==> config.mk <==
export PLATFORM = sky130hd
export DESIGN_NAME = div_iter
export DESIGN_NICKNAME = d
export VERILOG_FILES = /design/src/rtl/div_iter.sv
export SDC_FILE = /design/constraint.sdc
export NUM_CORES = 1
export LEC_CHECK = 0
export ABC_AREA = 1
export CORE_UTILIZATION = 30
export CTS_CLUSTER_SIZE = 8
export DETAILED_ROUTE_END_ITERATION = 6
export PLACE_DENSITY = 0.49
export SYNTH_ARGS = -nofsm -noshare
export SYNTH_HDL_FRONTEND = slang
export SYNTH_SLANG_ARGS = --single-unit
==> constraint.sdc <==
create_clock -name clk -period 5.3 [get_ports clk]
set_input_delay 1.325 -clock clk [delete_from_list [all_inputs] [get_ports clk]]
set_output_delay 1.325 -clock clk [all_outputs]
set_load 0.1 [all_outputs]
==> src/rtl/div_iter.sv <==
// Iterative radix-2 restoring divider (one quotient bit per cycle), signed or unsigned via SIGNED.
// Latency: result strobe W+1 cycles after the second operand is accepted; output has no backpressure.
module div_iter #(
    parameter int W      = 32,
    parameter bit SIGNED = 1'b1
) (
    input  logic             clk,
    input  logic             reset,
    input  logic             cancel,
    input  logic [W-1:0]     s_axis_dividend_tdata,
    input  logic             s_axis_dividend_tvalid,
    output logic             s_axis_dividend_tready,
    input  logic [W-1:0]     s_axis_divisor_tdata,
    input  logic             s_axis_divisor_tvalid,
    output logic             s_axis_divisor_tready,
    output logic [2*W-1:0]   m_axis_dout_tdata,
    output logic             m_axis_dout_tvalid
);
    localparam int CW = (W > 1) ? $clog2(W) : 1;

    typedef enum logic [1:0] {IDLE, CALC, DONE} state_t;

    state_t         r_state;
    state_t         w_state_nxt;
    logic           r_dvd_cap;
    logic           r_dvs_cap;
    logic [W-1:0]   r_dvd_raw;
    logic [W-1:0]   r_dvs_raw;
    logic [W-1:0]   r_quo;
    logic [W-1:0]   r_dvs;
    logic [W-1:0]   r_rem;
    logic           r_neg_q;
    logic           r_neg_r;
    logic [CW-1:0]  r_cnt;
    logic [2*W-1:0] r_dout;

    logic           w_dvd_xfer;
    logic           w_dvs_xfer;
    logic           w_both;
    logic [W-1:0]   w_a;
    logic [W-1:0]   w_b;
    logic           w_a_neg;
    logic           w_b_neg;
    logic [W-1:0]   w_a_abs;
    logic [W-1:0]   w_b_abs;
    logic [W:0]     w_shift;
    logic [W:0]     w_diff;
    logic           w_qbit;
    logic [W-1:0]   w_rem_nxt;
    logic [W-1:0]   w_quo_nxt;
    logic [W-1:0]   w_quo_fix;
    logic [W-1:0]   w_rem_fix;

    // A transfer coinciding with cancel is dropped.
    assign w_dvd_xfer = (r_state == IDLE) && s_axis_dividend_tvalid && !r_dvd_cap && !cancel;
    assign w_dvs_xfer = (r_state == IDLE) && s_axis_divisor_tvalid  && !r_dvs_cap && !cancel;
    assign w_both     = (r_dvd_cap || w_dvd_xfer) && (r_dvs_cap || w_dvs_xfer);

    assign w_a     = w_dvd_xfer ? s_axis_dividend_tdata : r_dvd_raw;
    assign w_b     = w_dvs_xfer ? s_axis_divisor_tdata  : r_dvs_raw;
    assign w_a_neg = SIGNED && w_a[W-1];
    assign w_b_neg = SIGNED && w_b[W-1];
    assign w_a_abs = w_a_neg ? -w_a : w_a;
    assign w_b_abs = w_b_neg ? -w_b : w_b;

    // Partial remainder stays below the divisor, so a set bit W in the difference means borrow.
    assign w_shift   = {r_rem, r_quo[W-1]};
    assign w_diff    = w_shift - {1'b0, r_dvs};
    assign w_qbit    = !w_diff[W];
    assign w_rem_nxt = w_qbit ? w_diff[W-1:0] : w_shift[W-1:0];
    assign w_quo_nxt = {r_quo[W-2:0], w_qbit};
    assign w_quo_fix = r_neg_q ? -w_quo_nxt : w_quo_nxt;
    assign w_rem_fix = r_neg_r ? -w_rem_nxt : w_rem_nxt;

    always_comb begin
        w_state_nxt = r_state;
        case (r_state)
            IDLE:    if (w_both) w_state_nxt = CALC;
            CALC:    if (r_cnt == '0) w_state_nxt = DONE;
            DONE:    w_state_nxt = IDLE;
            default: w_state_nxt = IDLE;
        endcase
        if (cancel) w_state_nxt = IDLE;
    end

    always_ff @(posedge clk) begin
        if (reset) begin
            r_state   <= IDLE;
            r_dvd_cap <= 1'b0;
            r_dvs_cap <= 1'b0;
            r_cnt     <= '0;
            r_dout    <= '0;
        end else begin
            r_state <= w_state_nxt;
            if (cancel) begin
                r_dvd_cap <= 1'b0;
                r_dvs_cap <= 1'b0;
                r_cnt     <= '0;
            end else begin
                case (r_state)
                    IDLE: begin
                        if (w_dvd_xfer) begin
                            r_dvd_cap <= 1'b1;
                            r_dvd_raw <= s_axis_dividend_tdata;
                        end
                        if (w_dvs_xfer) begin
                            r_dvs_cap <= 1'b1;
                            r_dvs_raw <= s_axis_divisor_tdata;
                        end
                        if (w_both) begin
                            r_quo   <= w_a_abs;
                            r_dvs   <= w_b_abs;
                            r_rem   <= '0;
                            r_neg_q <= w_a_neg ^ w_b_neg;
                            r_neg_r <= w_a_neg;
                            r_cnt   <= CW'(W - 1);
                        end
                    end
                    CALC: begin
                        r_quo <= w_quo_nxt;
                        r_rem <= w_rem_nxt;
                        r_cnt <= r_cnt - CW'(1);
                        if (r_cnt == '0) r_dout <= {w_quo_fix, w_rem_fix};
                    end
                    DONE: begin
                        r_dvd_cap <= 1'b0;
                        r_dvs_cap <= 1'b0;
                    end
                    default: ;
                endcase
            end
        end
    end

    assign s_axis_dividend_tready = (r_state == IDLE) && !r_dvd_cap;
    assign s_axis_divisor_tready  = (r_state == IDLE) && !r_dvs_cap;
    assign m_axis_dout_tvalid     = (r_state == DONE);
    assign m_axis_dout_tdata      = r_dout;

endmodule

After elaboration in Yosys (flattened, before gate mapping)

Cells that the tools add are included.

Flip-flop bits (word level): 235
Input port bits: 69
Output and inout bits: 67

Add/subtract/negate cells: 6
Equal/unequal tests: 6
Multiplexer cells: 20
Bitwise gates (word level): 3
Reduce and logical (&&, ||, !) cells: 28

Operator list:

| cell                                                               | number |
|---|---|
| 32-bit 2-to-1 mux                                                  | 8 |
| 32-bit negation                                                    | 4 |
| 32-bit one-hot mux with 2 select lines                             | 2 |
| 33-bit by 32-bit subtractor with 33-bit output                     | 1 |
| 31-bit 2-to-1 mux                                                  | 1 |
| 5-bit one-hot mux with 2 select lines                              | 1 |
| 1-bit logical AND                                                  | 9 |
| 2-bit inequality test, second input constant                       | 4 |
| 2-bit AND reduction                                                | 4 |
| 4-bit AND reduction                                                | 2 |
| 3-bit AND reduction                                                | 2 |
| 5-bit zero test                                                    | 1 |
| 5-bit 2-to-1 mux                                                   | 1 |
| 5-bit by 1-bit subtractor with 5-bit output, second input constant | 1 |
| 1-bit zero test                                                    | 4 |
| 2-bit 2-to-1 mux                                                   | 2 |
| 1-bit one-hot mux with 2 select lines                              | 2 |
| 2-bit one-hot mux with 2 select lines                              | 1 |
| 2-bit nonzero test                                                 | 2 |
| 2-bit by 1-bit == test with 1-bit output, second input constant    | 1 |
| 2-bit == test, second input constant                               | 1 |
| 2-bit zero test                                                    | 1 |
| 1-bit logical OR                                                   | 2 |
| 1-bit 2-to-1 mux                                                   | 2 |
| other kinds (3)                                                    | 4 |

Depth between registers and ports, before layout

Gate-level depths: netlist (run 1).

Depth after elaboration: 9
Gate-level depth with buffers: 29

Worst setup path before layout (run 1)

OpenSTA, ideal clock, no wires.

Kind: in2reg
Start point: input cancel
End point: register r_quo[0] (enable)
Data arrival time: 4999 ps
Slack: -186 ps
Cell stages on the path: 9
Cells stage by stage: inv_1 -> nand4_4 -> inv_2 -> buf_6 -> clkbuf_1 -> o22ai_1 -> nor2_1 -> nor2_1 -> nor2_1

Word-level cells in the longest chain between the ends: 6
Elaborated cells between the ends (all ways): 9
Classes of those cells: 1 x eq/ne; 1 x bitwise; 7 x reduce/logical

RTL lines:

| what                                     | RTL line | source |
|---|---|---|
| from (decl)                              | 9        | `input logic cancel,` |
| 1-bit zero test                          | 55, 56   |  |
| 1-bit logical AND (on tied branches)     | 55, 56   |  |
| 1-bit logical OR                         | 57       | `assign w_both = (r_dvd_cap \|\| w_dvd_xfer) && (r_dvs_cap \|\| w_dvs_xfer);` |
| 1-bit logical AND                        | 57       |  |
| 2-bit inequality test (no source line)   | -        |  |
| 4-bit AND reduction (no source line) (*) | -        |  |
| to (signal assigned)                     | 111      | `r_quo <= w_a_abs;` |
| to (signal assigned)                     | 120      | `r_quo <= w_quo_nxt;` |
| to (decl)                                | 29       | `logic [W-1:0] r_quo;` |

Every way passes the cells marked *; elsewhere a longest branch is shown, timed or not.
A chain may end at the register's enable or synchronous reset.

Final worst setup path (run 1)

Start point: register r_rem[22]
End point: register r_dout[18] (netlist: m_axis_dout_tdata[18])

Word-level cells in the longest chain between the ends: 4

RTL lines:

| what                                               | RTL line | source |
|---|---|---|
| from (decl)                                        | 31       | `logic [W-1:0] r_rem;` |
| from (signal assigned)                             | 121      | `r_rem <= w_rem_nxt;` |
| 33-bit by 32-bit subtractor with 33-bit output (*) | 68       | `assign w_diff = w_shift - {1'b0, r_dvs};` |
| 32-bit 2-to-1 mux (*)                              | 70       | `assign w_rem_nxt = w_qbit ? w_diff[W-1:0] : w_shift[W-1:0];` |
| 32-bit negation                                    | 73       | `assign w_rem_fix = r_neg_r ? -w_rem_nxt : w_rem_nxt;` |
| 32-bit 2-to-1 mux (*)                              | 73       |  |
| to (signal assigned)                               | 123      | `if (r_cnt == '0) r_dout <= {w_quo_fix, w_rem_fix};` |
| to (decl)                                          | 35       | `logic [2*W-1:0] r_dout;` |

Marked as above.

==> results of run 1 <==
-- metrics by stage --
step	std cells	hold WS, ns	setup WS [ns]
2_1_floorplan	2192	0.445	0.536
6_report	3022	0.468	1.21
3_3_place_gp	2961	0.460	0.735
5_1_grt	3022	0.483	0.705
4_1_cts	3022	0.467	1.22
3_5_place_dp	2961	0.461	0.669
-- tightest hold or removal path: stages (launching register included) --
cell and delay, ns:
sky130_fd_sc_hd__dfxtp_1 0.30, sky130_fd_sc_hd__nand2_1 0.06, sky130_fd_sc_hd__a21oi_1 0.06
-- worst min-delay path by stage --
stage	start	endpoint	slack, ns	cells after the start
2_1_floorplan	r_cnt[0]	r_cnt[0]	0.45	2
3_3_place_gp	r_cnt[0]	r_cnt[0]	0.46	2
3_5_place_dp	r_cnt[0]	r_cnt[0]	0.46	2
4_1_cts	r_cnt[0]	r_cnt[0]	0.47	2
5_1_grt	r_cnt[0]	r_cnt[0]	0.48	2
6_report	r_cnt[0]	r_cnt[0]	0.47	2
-- sequential cells by signal, indices dropped and copies added (netlist names) --
| name | flops |
|---|---|
| r_cnt | 5 |
| r_dvd_raw | 32 |
| r_dvs_cap | 1 |
| r_neg_r | 1 |
| m_axis_dout_tdata | 64 |
| r_dvd_cap | 1 |
| r_neg_q | 1 |
| r_rem | 32 |
| r_dvs_raw | 32 |
| r_quo | 32 |
| r_dvs | 32 |
| r_state | 2 |
-- per-layer routing --
| layer | up-vias | global-route usage, % | routed length, um |
|---|---|---|---|
| li1 | 7231 | - | - |
| met1 | 6419 | 24.3 | 22200 |
| met2 | 331 | 29.5 | 22000 |
| met3 | 63 | 2.57 | 2190 |
| met4 | 0 | 4.80 | 1010 |
| met5 | - | 0 | 0 |
-- cell families after synthesis --
kind of cell             after synthesis  share of synthesized area, %
XOR/XNOR                             101                          5.62
buffers and inverters                406                          10.3
multiplexers                           4                         0.254
flip-flops                           235                          40.2
AND/OR/NAND/NOR                     1132                          30.8
AO/OA/AOI/OAI                        275                          9.73
adder cells (fa/ha/maj)               39                          3.15
-- where the power goes --
part | switching, mW | total (mW) | internal (mW)
Sequential | 0.0212 | 2.05 | 2.03
Combinational | 0.394 | 0.601 | 0.207
Clock | 0.859 | 2.17 | 1.31
Total | 1.27 | 4.82 | 3.55
-- cell type report --
cell class	instances	area (sq um)	share of cell area [%]
inverter	342	1280	6.81
timing repair buffer	153	1510	8.02
sequential	235	6330	33.6
tap	680	851	4.51
clock buffer	56	976	5.18
clock inverter	5	63.8	0.339
multi-input combinational	1551	7840	41.6
-- synth_stat cells, types with 15 or more instances --
cell type,n
sky130_fd_sc_hd__xor2_1,83
sky130_fd_sc_hd__dfxtp_1,73
sky130_fd_sc_hd__nand2_2,21
sky130_fd_sc_hd__o21ai_1,38
sky130_fd_sc_hd__ha_1,38
sky130_fd_sc_hd__edfxtp_1,162
sky130_fd_sc_hd__xnor2_1,18
sky130_fd_sc_hd__nand4_1,23
sky130_fd_sc_hd__clkbuf_1,40
sky130_fd_sc_hd__nand2_1,629
sky130_fd_sc_hd__or2_2,38
sky130_fd_sc_hd__inv_1,335
sky130_fd_sc_hd__nor3_1,15
sky130_fd_sc_hd__nor2_1,253
sky130_fd_sc_hd__o21ai_0,118
sky130_fd_sc_hd__nand3_1,97
sky130_fd_sc_hd__a21oi_1,64
==> impl_metrics.py, run 1 <==
metrics = {
    "status": {
        "status": "finished, final reports clean",
    },
    "die": {
        "total_number_of_placement_rows": 83,
        "die-area_sq_um": 53400,
        "floorplan.core_area_sq_um": 51600,
        "io_pins": 136,
        "chipHeight_um": 231,
        "die_x_um": 231,
        "floorplan.initialDensity_pct": 30.5,
    },
    "critical_path": {
        "crit_path_frequent_cell": "sky130_fd_sc_hd__nand2_1",
        "cells_along_the_critical_path": "ha_1 > nand2_1 > nand2_1 > a21oi_1 > nand2_1 > a21oi_4 > nand3_2 > nand2_4 > nand2_1 > o21ai_2 > buf_4 > ha_1 > nand2_1 > nor2_1 > nand2_1 > o21ai_2 > nand2_1 > nand2_1 > nand2_1 > o21ai_1 > inv_1",
        "critical_path_class": "reg -> reg",
        "timing.critical_path.required_ns": 5.74,
        "crit-reg2reg-capture": "m_axis_dout_tdata[18]",
        "cp_top_family": "simple AND/OR/NAND/NOR gates",
        "crit_start": "r_rem[22]",
        "worstSetupPathDepth": 21,
        "critical-path-slowest-cell": "sky130_fd_sc_hd__edfxtp_1",
        "timing.critical_path.from_type": "flop",
        "end_kind": "flop",
        "critPathArrivalTime_ns": 4.54,
        "timing.rr.start": "r_rem[22]",
        "critical_path.max_fanout": 43,
        "worst_r2r_path_depth": 21,
        "critical_path.endpoint": "m_axis_dout_tdata[18]",
        "worst-path-buf-inv": 2,
        "ff2ff_setup_slack_ns": 1.21,
        "cpPeakStageDelay_ns": 0.48,
    },
    "sta": {
        "timing_max_transition_violations_final": 0,
        "final_hold_viol_count": 0,
        "timing.clock.skew_ns": 0.0324,
        "worst-slew-pin-transition_ns": 1.07,
        "min_period_over_period_pct": 77.3,
        "slew-limit-headroom_pct": 28.3,
        "finalSetupViolCount": 0,
        "final_period_minus_worst_setup_slack_ns": 4.09,
        "tns_ns": 0,
        "rsz0062_at_grt": "false",
        "highest_clock_rate_ghz": 0.244,
    },
    "synthesis": {
        "yosys-top-cells-area": "sky130_fd_sc_hd__edfxtp_1, sky130_fd_sc_hd__nand2_1, sky130_fd_sc_hd__dfxtp_1",
        "synthDominantCellAreaShare_pct": 30.9,
        "yosys_register_bits": 235,
        "ys_types": 52,
        "synth-warning-count": 0,
        "synth.yosys.seq_area_share_pct": 40.2,
        "asyncSetResetFlopFracSynth_pct": 0,
        "number_of_synthesized_flops_with_an_enable_pin": 162,
        "synthesis.area_sq_um": 15800,
        "number_of_instances_in_the_synthesized_netlist": 2192,
        "synth_nets": 2300,
        "yosysTopAreaCell": "sky130_fd_sc_hd__edfxtp_1",
        "synthesized_area_divided_by_synthesized_cell_count_sq_um": 7.19,
        "synth_flop_cell": "sky130_fd_sc_hd__edfxtp_1",
    },
    "pwr": {
        "power_density_nw_per_um2": 256,
        "cellLeakagePower_nw": 8.55,
        "overall_power_consumption_mw": 4.82,
        "peakVddDrop_mv": 0.179,
    },
    "clock_network": {
        "cts_inserted_buffers": 36,
        "clock_path_buffers": 3,
        "clock_sink_count": 235,
        "post-cts-setup-buffer-count": 0,
        "cts_tree": "built",
        "ctsRootBufferMaster": "sky130_fd_sc_hd__clkbuf_16",
        "clk_pin_slew_worst_paths_ns": 0.05,
        "h_tree_levels": 2,
        "clkLatencyLatePin_ns": 0.55,
        "cts.repair.resized": 0,
        "post_cts_hold_buffer_count": 0,
    },
    "placement": {
        "placement.io_buffers": 135,
        "post_dp_cell_area_sq_um": 17800,
        "gp_congestion": 0.924,
        "dp_hpwl_mm": 36.7,
    },
    "layout": {
        "post-route-util_pct": 36.5,
        "final_area_sq_um": 18800,
        "antenna_cells": 0,
        "leading_cell_types_in_the_layout_fill_and_taps_excluded": "sky130_fd_sc_hd__nand2_1, sky130_fd_sc_hd__inv_1, sky130_fd_sc_hd__nor2_1",
        "growth_of_design_area_from_synthesis_to_finish_pct": 19.7,
        "fin_nets": 2427,
        "layout.cells.most_common": "sky130_fd_sc_hd__nand2_1",
        "layout-drive-gt1-share_pct": 7.17,
        "layout.filler_cells": 5457,
    },
    "routing": {
        "antenna_left": 0,
        "vias_per_cell": 4.65,
        "dr.pass1.iters": 5,
        "wl_per_cell_um": 15.7,
        "routed_wl_mm": 47.4,
        "first_iteration_detailed_routing_drc_count": 1056,
        "count_of_vias_placed_by_the_detailed_router": 14000,
        "drc": 0,
    },
    "global_routing": {
        "initial_antenna_violation_count": 0,
        "largest_net_degree_at_the_start_of_global_routing": 114,
        "grt_pass1_wl_mm": 74.7,
        "global_route.overflow_total": 0,
        "total_track_usage_pct": 17.9,
        "grt_pass1_vias": 13400,
    },
    "worst_hold_path": {
        "min-delay-path-class": "reg -> reg",
    },
    "job": {
        "max_cap_violations": 0,
    },
}
No activity file was read; power rests on OpenSTA's default activity.
==> run 2: changes to the inputs <==
clock period = 3.7 ns   (was 5.3 ns; I/O delays follow)
==> run 2 against run 1 <==
  * Combinational power grew 66%
  * Cell area increased by 7.7%
  * Die area stayed put
  * Count of clock-buffer cells in the layout rose by 1
  * Critical path depth increased by 1
  * Highest routed layer unchanged
  * Largest power group unchanged
  * Largest cell class unchanged
  * Critical endpoint is now m_axis_dout_tdata[29]
==> impl_metrics.py, run 2 (synthesis gave the netlist of run 1 again) <==
metrics = {
    "status": {
        "status": "finished, final reports clean",
    },
    "routing": {
        "dr.pass1.iters": 5,
        "drc": 0,
        "vias_per_cell": 4.57,
        "antenna_left": 0,
        "first_iteration_detailed_routing_drc_count": 814,
        "routed_wl_mm": 49.5,
        "wl_per_cell_um": 15.5,
        "count_of_vias_placed_by_the_detailed_router": 14600,
    },
    "sta": {
        "worst-slew-pin-transition_ns": 0.989,
        "timing_max_transition_violations_final": 0,
        "timing.clock.skew_ns": 0.0224,
        "finalSetupViolCount": 0,
        "final_period_minus_worst_setup_slack_ns": 3.44,
        "tns_ns": 0,
        "final_hold_viol_count": 0,
        "slew-limit-headroom_pct": 33.9,
        "min_period_over_period_pct": 93.0,
        "highest_clock_rate_ghz": 0.291,
    },
    "pwr": {
        "power_density_nw_per_um2": 349,
        "sw_frac_of_total_pct": 26.7,
        "peakVddDrop_mv": 0.299,
        "overall_power_consumption_mw": 7.09,
        "intPower_mw": 5.19,
        "part_of_the_power_in_combinational_logic_pct": 14.1,
        "sequentialPowerShare_pct": 41.6,
        "netSwitchingPower_mw": 1.89,
        "power.clock.fraction_pct": 44.3,
        "cellLeakagePower_nw": 9.50,
    },
    "clock_network": {
        "clk_pin_slew_worst_paths_ns": 0.05,
        "cts_inserted_buffers": 36,
        "cts_tree": "built",
        "ctsRootBufferMaster": "sky130_fd_sc_hd__clkbuf_16",
        "clkLatencyLatePin_ns": 0.56,
        "clock_sink_count": 235,
        "clock_path_buffers": 3,
        "post_cts_hold_buffer_count": 0,
        "h_tree_levels": 2,
    },
    "layout": {
        "growth_of_design_area_from_synthesis_to_finish_pct": 28.9,
        "antenna_cells": 0,
        "leading_cell_types_in_the_layout_fill_and_taps_excluded": "sky130_fd_sc_hd__nand2_1, sky130_fd_sc_hd__inv_1, sky130_fd_sc_hd__nor2_1",
        "layout.filler_cells": 5389,
        "layout-drive-gt1-share_pct": 16.3,
        "layout.cells.most_common": "sky130_fd_sc_hd__nand2_1",
        "fin_nets": 2595,
        "post-route-util_pct": 39.3,
        "largest_reg_flops": 64,
    },
    "critical_path": {
        "ff2ff_setup_slack_ns": 0.26,
        "worst_r2r_path_depth": 22,
        "critical-path-slowest-cell": "sky130_fd_sc_hd__edfxtp_1",
        "cells_along_the_critical_path": "ha_1 > nand2_1 > nand2_1 > a21oi_2 > nand2_1 > a21oi_4 > nand2_2 > buf_4 > nand2_4 > nand2_4 > o21ai_4 > buf_4 > inv_1 > nor3_2 > buf_4 > nand2_1 > nand2_1 > nand2_1 > nand2_1 > nand3_1 > nand2_1 > inv_1",
        "timing.critical_path.from_type": "flop",
        "critical_path.max_fanout": 5,
        "timing.rr.start": "r_rem[20]",
        "worst-path-buf-inv": 5,
        "critPathArrivalTime_ns": 3.89,
        "crit_path_frequent_cell": "sky130_fd_sc_hd__nand2_1",
        "crit-reg2reg-capture": "m_axis_dout_tdata[29]",
        "critical_path_class": "reg -> reg",
        "cp_top_family": "simple AND/OR/NAND/NOR gates",
        "cpPeakStageDelay_ns": 0.49,
        "timing.critical_path.required_ns": 4.15,
        "end_kind": "flop",
    },
    "worst_hold_path": {
        "hold_path_end": "r_cnt[0]",
        "beginning_of_the_worst_hold_path": "r_cnt[0]",
        "hold_depth": 2,
        "min-delay-path-class": "reg -> reg",
    },
    "die": {
        "chipHeight_um": 231,
        "floorplan.core_area_sq_um": 51600,
        "floorplan.initialDensity_pct": 30.5,
        "total_number_of_placement_rows": 83,
        "io_pins": 136,
        "die-area_sq_um": 53400,
        "die_x_um": 231,
    },
    "global_routing": {
        "grt_pass1_wl_mm": 78.4,
        "global_route.overflow_total": 0,
        "initial_antenna_violation_count": 0,
        "largest_net_degree_at_the_start_of_global_routing": 65,
        "total_track_usage_pct": 18.8,
        "grt_pass1_vias": 14200,
    },
    "placement": {
        "gp_congestion": 0.915,
        "dp_hpwl_mm": 38.9,
        "placement.io_buffers": 135,
    },
    "job": {
        "max_cap_violations": 0,
    },
}
-- run 2: cell types whose count changed in the layout (fill, tap and decap cells not counted), moves of 6 or more --
cell	previous run	this run
sky130_fd_sc_hd__buf_4	16	218
sky130_fd_sc_hd__clkdlybuf4s50_1	135	93
sky130_fd_sc_hd__ha_1	38	27
sky130_fd_sc_hd__nor2_2	11	19
sky130_fd_sc_hd__nor2_1	250	243
sky130_fd_sc_hd__buf_12	2	8
sky130_fd_sc_hd__ha_4	0	6
-- run 2: worst register-to-register path, stage by stage, from the launching register on --
cell                       delay [ns]
sky130_fd_sc_hd__edfxtp_1        0.49
sky130_fd_sc_hd__ha_1            0.35
sky130_fd_sc_hd__nand2_1         0.08
sky130_fd_sc_hd__nand2_1         0.08
sky130_fd_sc_hd__a21oi_2         0.15
sky130_fd_sc_hd__nand2_1         0.13
sky130_fd_sc_hd__a21oi_4         0.27
sky130_fd_sc_hd__nand2_2         0.10
sky130_fd_sc_hd__buf_4           0.14
sky130_fd_sc_hd__nand2_4         0.11
sky130_fd_sc_hd__nand2_4         0.11
sky130_fd_sc_hd__o21ai_4         0.21
sky130_fd_sc_hd__buf_4           0.18
sky130_fd_sc_hd__inv_1           0.06
sky130_fd_sc_hd__nor3_2          0.21
sky130_fd_sc_hd__buf_4           0.16
sky130_fd_sc_hd__nand2_1         0.05
sky130_fd_sc_hd__nand2_1         0.15
sky130_fd_sc_hd__nand2_1         0.08
sky130_fd_sc_hd__nand2_1         0.05
sky130_fd_sc_hd__nand3_1         0.07
sky130_fd_sc_hd__nand2_1         0.07
sky130_fd_sc_hd__inv_1           0.03
-- run 2: per-layer routing --
layer	global-route usage [%]	wire, um	up-vias
met3	2.85	1790	78
met4	6.15	1400	0
li1	-	-	7577
met2	30.5	22500	253
met1	25.3	23800	6660
met5	0	0	-
-- run 2: area by class of cell --
type | count | area, sq um | share of cell area [%]
clock buffer | 57 | 1010 | 4.98
clock inverter | 4 | 56.3 | 0.277
inverter | 342 | 1280 | 6.32
multi-input combinational | 1552 | 8040 | 39.6
sequential | 235 | 6330 | 31.2
tap | 680 | 851 | 4.19
timing repair buffer | 320 | 2740 | 13.5
-- run 2: power by group through the flow --
stage	logic [mW]	registers [mW]	clock network, mW
global route	1.11	2.95	3.35
floorplan	0.541	3.04	0
CTS	1.00	2.94	3.24
global placement	0.991	2.99	0
finish	1.00	2.94	3.14
detailed placement	0.997	2.99	0
-- run 2: worst max path at each step --
| stage | from | endpoint | slack (ns) | cells after the start |
|---|---|---|---|---|
| 3_5_place_dp | cancel | r_quo[31] | -0.22 | 13 |
| 2_1_floorplan | r_quo[31] | m_axis_dout_tdata[62] | 0.12 | 27 |
| 6_report | r_rem[20] | m_axis_dout_tdata[29] | 0.26 | 22 |
| 3_3_place_gp | s_axis_dividend_tvalid | r_quo[31] | -0.23 | 14 |
| 5_1_grt | r_rem[18] | m_axis_dout_tdata[24] | -0.03 | 26 |
| 4_1_cts | r_rem[24] | m_axis_dout_tdata[10] | 0.03 | 19 |
-- run 2: metrics by stage --
stage	instance area (sq um)	instances	hold slack [ns]	setup slack [ns]
global placement	19000	3125	0.458	-0.229
detailed placement	19000	3125	0.469	-0.224
floorplan	15800	2192	0.445	0.124
global route	20300	3190	0.501	-0.0316
finish	20300	3190	0.470	0.258
CTS	20100	3186	0.477	0.0307
-- run 2: repair_timing --
item	in CTS	in global routing
setup buffers	0	3
gates resized for setup	0	42
setup endpoints to repair	0	30
==> run 3: changes to the inputs <==
CTS_CLUSTER_DIAMETER = 100   (was not set)
SETUP_SLACK_MARGIN = 0.2   (was not set)
==> run 3 against run 2 <==
  * Maximum frequency increased by 0.41%
  * Cell area increased by 1.4%
  * Cell count increased by 1.1%
  * Combinational power about the same
  * Clock skew increased by 0.010 ns
  * Sequential cell count unchanged
  * Power increased by 0.16%
  * Core utilization increased by 0.57 points
  * Clock power about the same
  * Wire length increased by 1.1%
  * First-iteration DRC count increased by 8.6%
  * Critical endpoint is now m_axis_dout_tdata[27]
==> impl_metrics.py, run 3 (synthesis gave the netlist of run 1 again) <==
metrics = {
    "status": {
        "status": "finished, final reports clean",
    },
    "sta": {
        "final_period_minus_worst_setup_slack_ns": 3.43,
        "rsz0062_at_grt": "true",
        "timing.clock.skew_ns": 0.0323,
        "slew-limit-headroom_pct": 30.9,
        "highest_clock_rate_ghz": 0.292,
        "worst_hold_slack_ns": 0.470,
        "timing_max_transition_violations_final": 0,
        "finalSetupViolCount": 0,
        "min_period_over_period_pct": 92.6,
        "tns_ns": 0,
        "worst-slew-pin-transition_ns": 1.04,
        "final_hold_viol_count": 0,
    },
    "critical_path": {
        "ff2ff_setup_slack_ns": 0.27,
        "end_kind": "flop",
        "timing.critical_path.required_ns": 4.13,
        "critical_path_class": "reg -> reg",
        "critical_path.max_fanout": 7,
        "worst_r2r_path_depth": 23,
        "timing.critical_path.from_type": "flop",
        "timing.rr.start": "r_rem[18]",
        "critPathArrivalTime_ns": 3.86,
        "crit-reg2reg-capture": "m_axis_dout_tdata[27]",
    },
    "layout": {
        "multi_input_comb_area_sq_um": 8120,
        "leading_cell_types_in_the_layout_fill_and_taps_excluded": "sky130_fd_sc_hd__nand2_1, sky130_fd_sc_hd__inv_1, sky130_fd_sc_hd__buf_4",
        "layout.filler_cells": 5303,
        "antenna_cells": 0,
        "layout.cells.most_common": "sky130_fd_sc_hd__nand2_1",
        "fin_nets": 2630,
        "largest_reg_flops": 64,
        "register_area_sq_um": 6330,
        "layout-drive-gt1-share_pct": 18.2,
        "growth_of_design_area_from_synthesis_to_finish_pct": 30.8,
    },
    "clock_network": {
        "clock_sink_count": 235,
        "clkLatencyLatePin_ns": 0.54,
        "clock_path_buffers": 3,
        "cts_tree": "built",
        "ctsRootBufferMaster": "sky130_fd_sc_hd__clkbuf_16",
        "cts_inserted_buffers": 35,
        "clk_pin_slew_worst_paths_ns": 0.05,
        "h_tree_levels": 2,
    },
    "die": {
        "floorplan.initialDensity_pct": 30.5,
        "die-area_sq_um": 53400,
        "total_number_of_placement_rows": 83,
        "floorplan.core_area_sq_um": 51600,
        "chipHeight_um": 231,
        "die_x_um": 231,
        "io_pins": 136,
    },
    "routing": {
        "drc": 0,
        "routed_wl_mm": 50.0,
        "first_iteration_detailed_routing_drc_count": 884,
        "antenna_left": 0,
        "count_of_vias_placed_by_the_detailed_router": 14800,
        "wl_per_cell_um": 15.5,
        "dr.pass1.iters": 5,
        "vias_per_cell": 4.60,
    },
    "worst_hold_path": {
        "beginning_of_the_worst_hold_path": "r_cnt[0]",
        "hold_path_end": "r_cnt[0]",
        "hold_depth": 2,
        "min-delay-path-class": "reg -> reg",
    },
    "global_routing": {
        "global_route.overflow_total": 0,
        "grt_util_met3_pct": 2.34,
        "total_track_usage_pct": 18.8,
        "initial_antenna_violation_count": 0,
        "grt_pass1_vias": 14200,
        "grt_util_met2_pct": 31.7,
        "grt_pass1_wl_mm": 78.5,
        "grt.met1_usage_pct": 25.1,
        "top_usage_layer": "met2",
        "largest_net_degree_at_the_start_of_global_routing": 88,
    },
    "placement": {
        "placement.io_buffers": 135,
        "gp_congestion": 0.877,
        "dp_hpwl_mm": 39.1,
    },
    "pwr": {
        "peakVddDrop_mv": 0.275,
        "cellLeakagePower_nw": 9.65,
        "power_density_nw_per_um2": 345,
    },
    "job": {
        "max_cap_violations": 0,
    },
}
run 3: area by class of cell:
class	instances	share of cell area (%)
flip-flops and latches	235	30.7
inverters	342	6.23
clock buffers	59	4.90
repair buffers	355	14.5
multi-input cells	1553	39.4
well taps	680	4.13
clock inverters	1	0.146
run 3: report_power, final:
group | total, mW | switching, mW | internal, mW
registers | 2.94 | 0.0322 | 2.91
logic | 1.02 | 0.604 | 0.419
clock network | 3.13 | 1.22 | 1.91
run 3: worst max-delay path by stage:
stage,startpoint,to,slack [ns],cells after the start
finish,r_rem[18],m_axis_dout_tdata[27],0.27,23
global route,r_quo[31],m_axis_dout_tdata[62],0.01,27
CTS,r_rem[6],m_axis_dout_tdata[58],0.20,22
detailed placement,cancel,r_quo[27],-0.08,17
global placement,cancel,r_quo[31],-0.04,16
floorplan,r_quo[31],m_axis_dout_tdata[62],0.21,27
run 3: routing by layer:
metal	wire length, um	share of wire (%)	vias up
met5	0	0	-
met4	1090	2.2	0
met3	1860	3.7	60
met2	23600	47	280
met1	23500	47	6840
li1	-	-	7650
run 3: critical path: stages (launching register included):
cell                       delay (ns)
sky130_fd_sc_hd__edfxtp_1        0.47
sky130_fd_sc_hd__ha_1            0.38
sky130_fd_sc_hd__a21oi_1         0.21
sky130_fd_sc_hd__nand2_1         0.11
sky130_fd_sc_hd__nand2_1         0.07
sky130_fd_sc_hd__nand2_1         0.10
sky130_fd_sc_hd__a21oi_4         0.21
sky130_fd_sc_hd__nand2_2         0.09
sky130_fd_sc_hd__buf_4           0.14
sky130_fd_sc_hd__nand2_4         0.12
sky130_fd_sc_hd__buf_4           0.17
sky130_fd_sc_hd__nand3_1         0.07
sky130_fd_sc_hd__nand2_1         0.15
sky130_fd_sc_hd__inv_1           0.09
sky130_fd_sc_hd__nor2_1          0.16
sky130_fd_sc_hd__nand2_1         0.08
sky130_fd_sc_hd__nor2_2          0.11
sky130_fd_sc_hd__nand3_1         0.14
sky130_fd_sc_hd__nand2_2         0.16
sky130_fd_sc_hd__nand2_1         0.06
sky130_fd_sc_hd__nand2_1         0.06
sky130_fd_sc_hd__nand3_1         0.07
sky130_fd_sc_hd__nand2_1         0.08
sky130_fd_sc_hd__inv_1           0.03
run 3: repair_timing:
action                                 CTS  global route
cloned                                   0             2
setup endpoints to repair               26            50
buffers inserted                         2             8
pin swaps                                4            13
hold buffers                             0             0
gates resized for setup                 13            61
endpoints found under the hold margin    0             0
run 3: per-stage QoR:
step | total power [mW] | util (%) | setup WS (ns) | instances | area [sq um]
after global routing | 7.40 | 39.9 | 0.00999 | 3225 | 20600
after CTS | 7.19 | 39.3 | 0.200 | 3215 | 20300
after detailed placement | 4.00 | 37.2 | -0.0810 | 3153 | 19200
final | 7.10 | 39.9 | 0.272 | 3225 | 20600
after floorplan | 3.58 | - | 0.210 | 2192 | 15800
after global placement | 4.00 | 37.2 | -0.0421 | 3153 | 19200
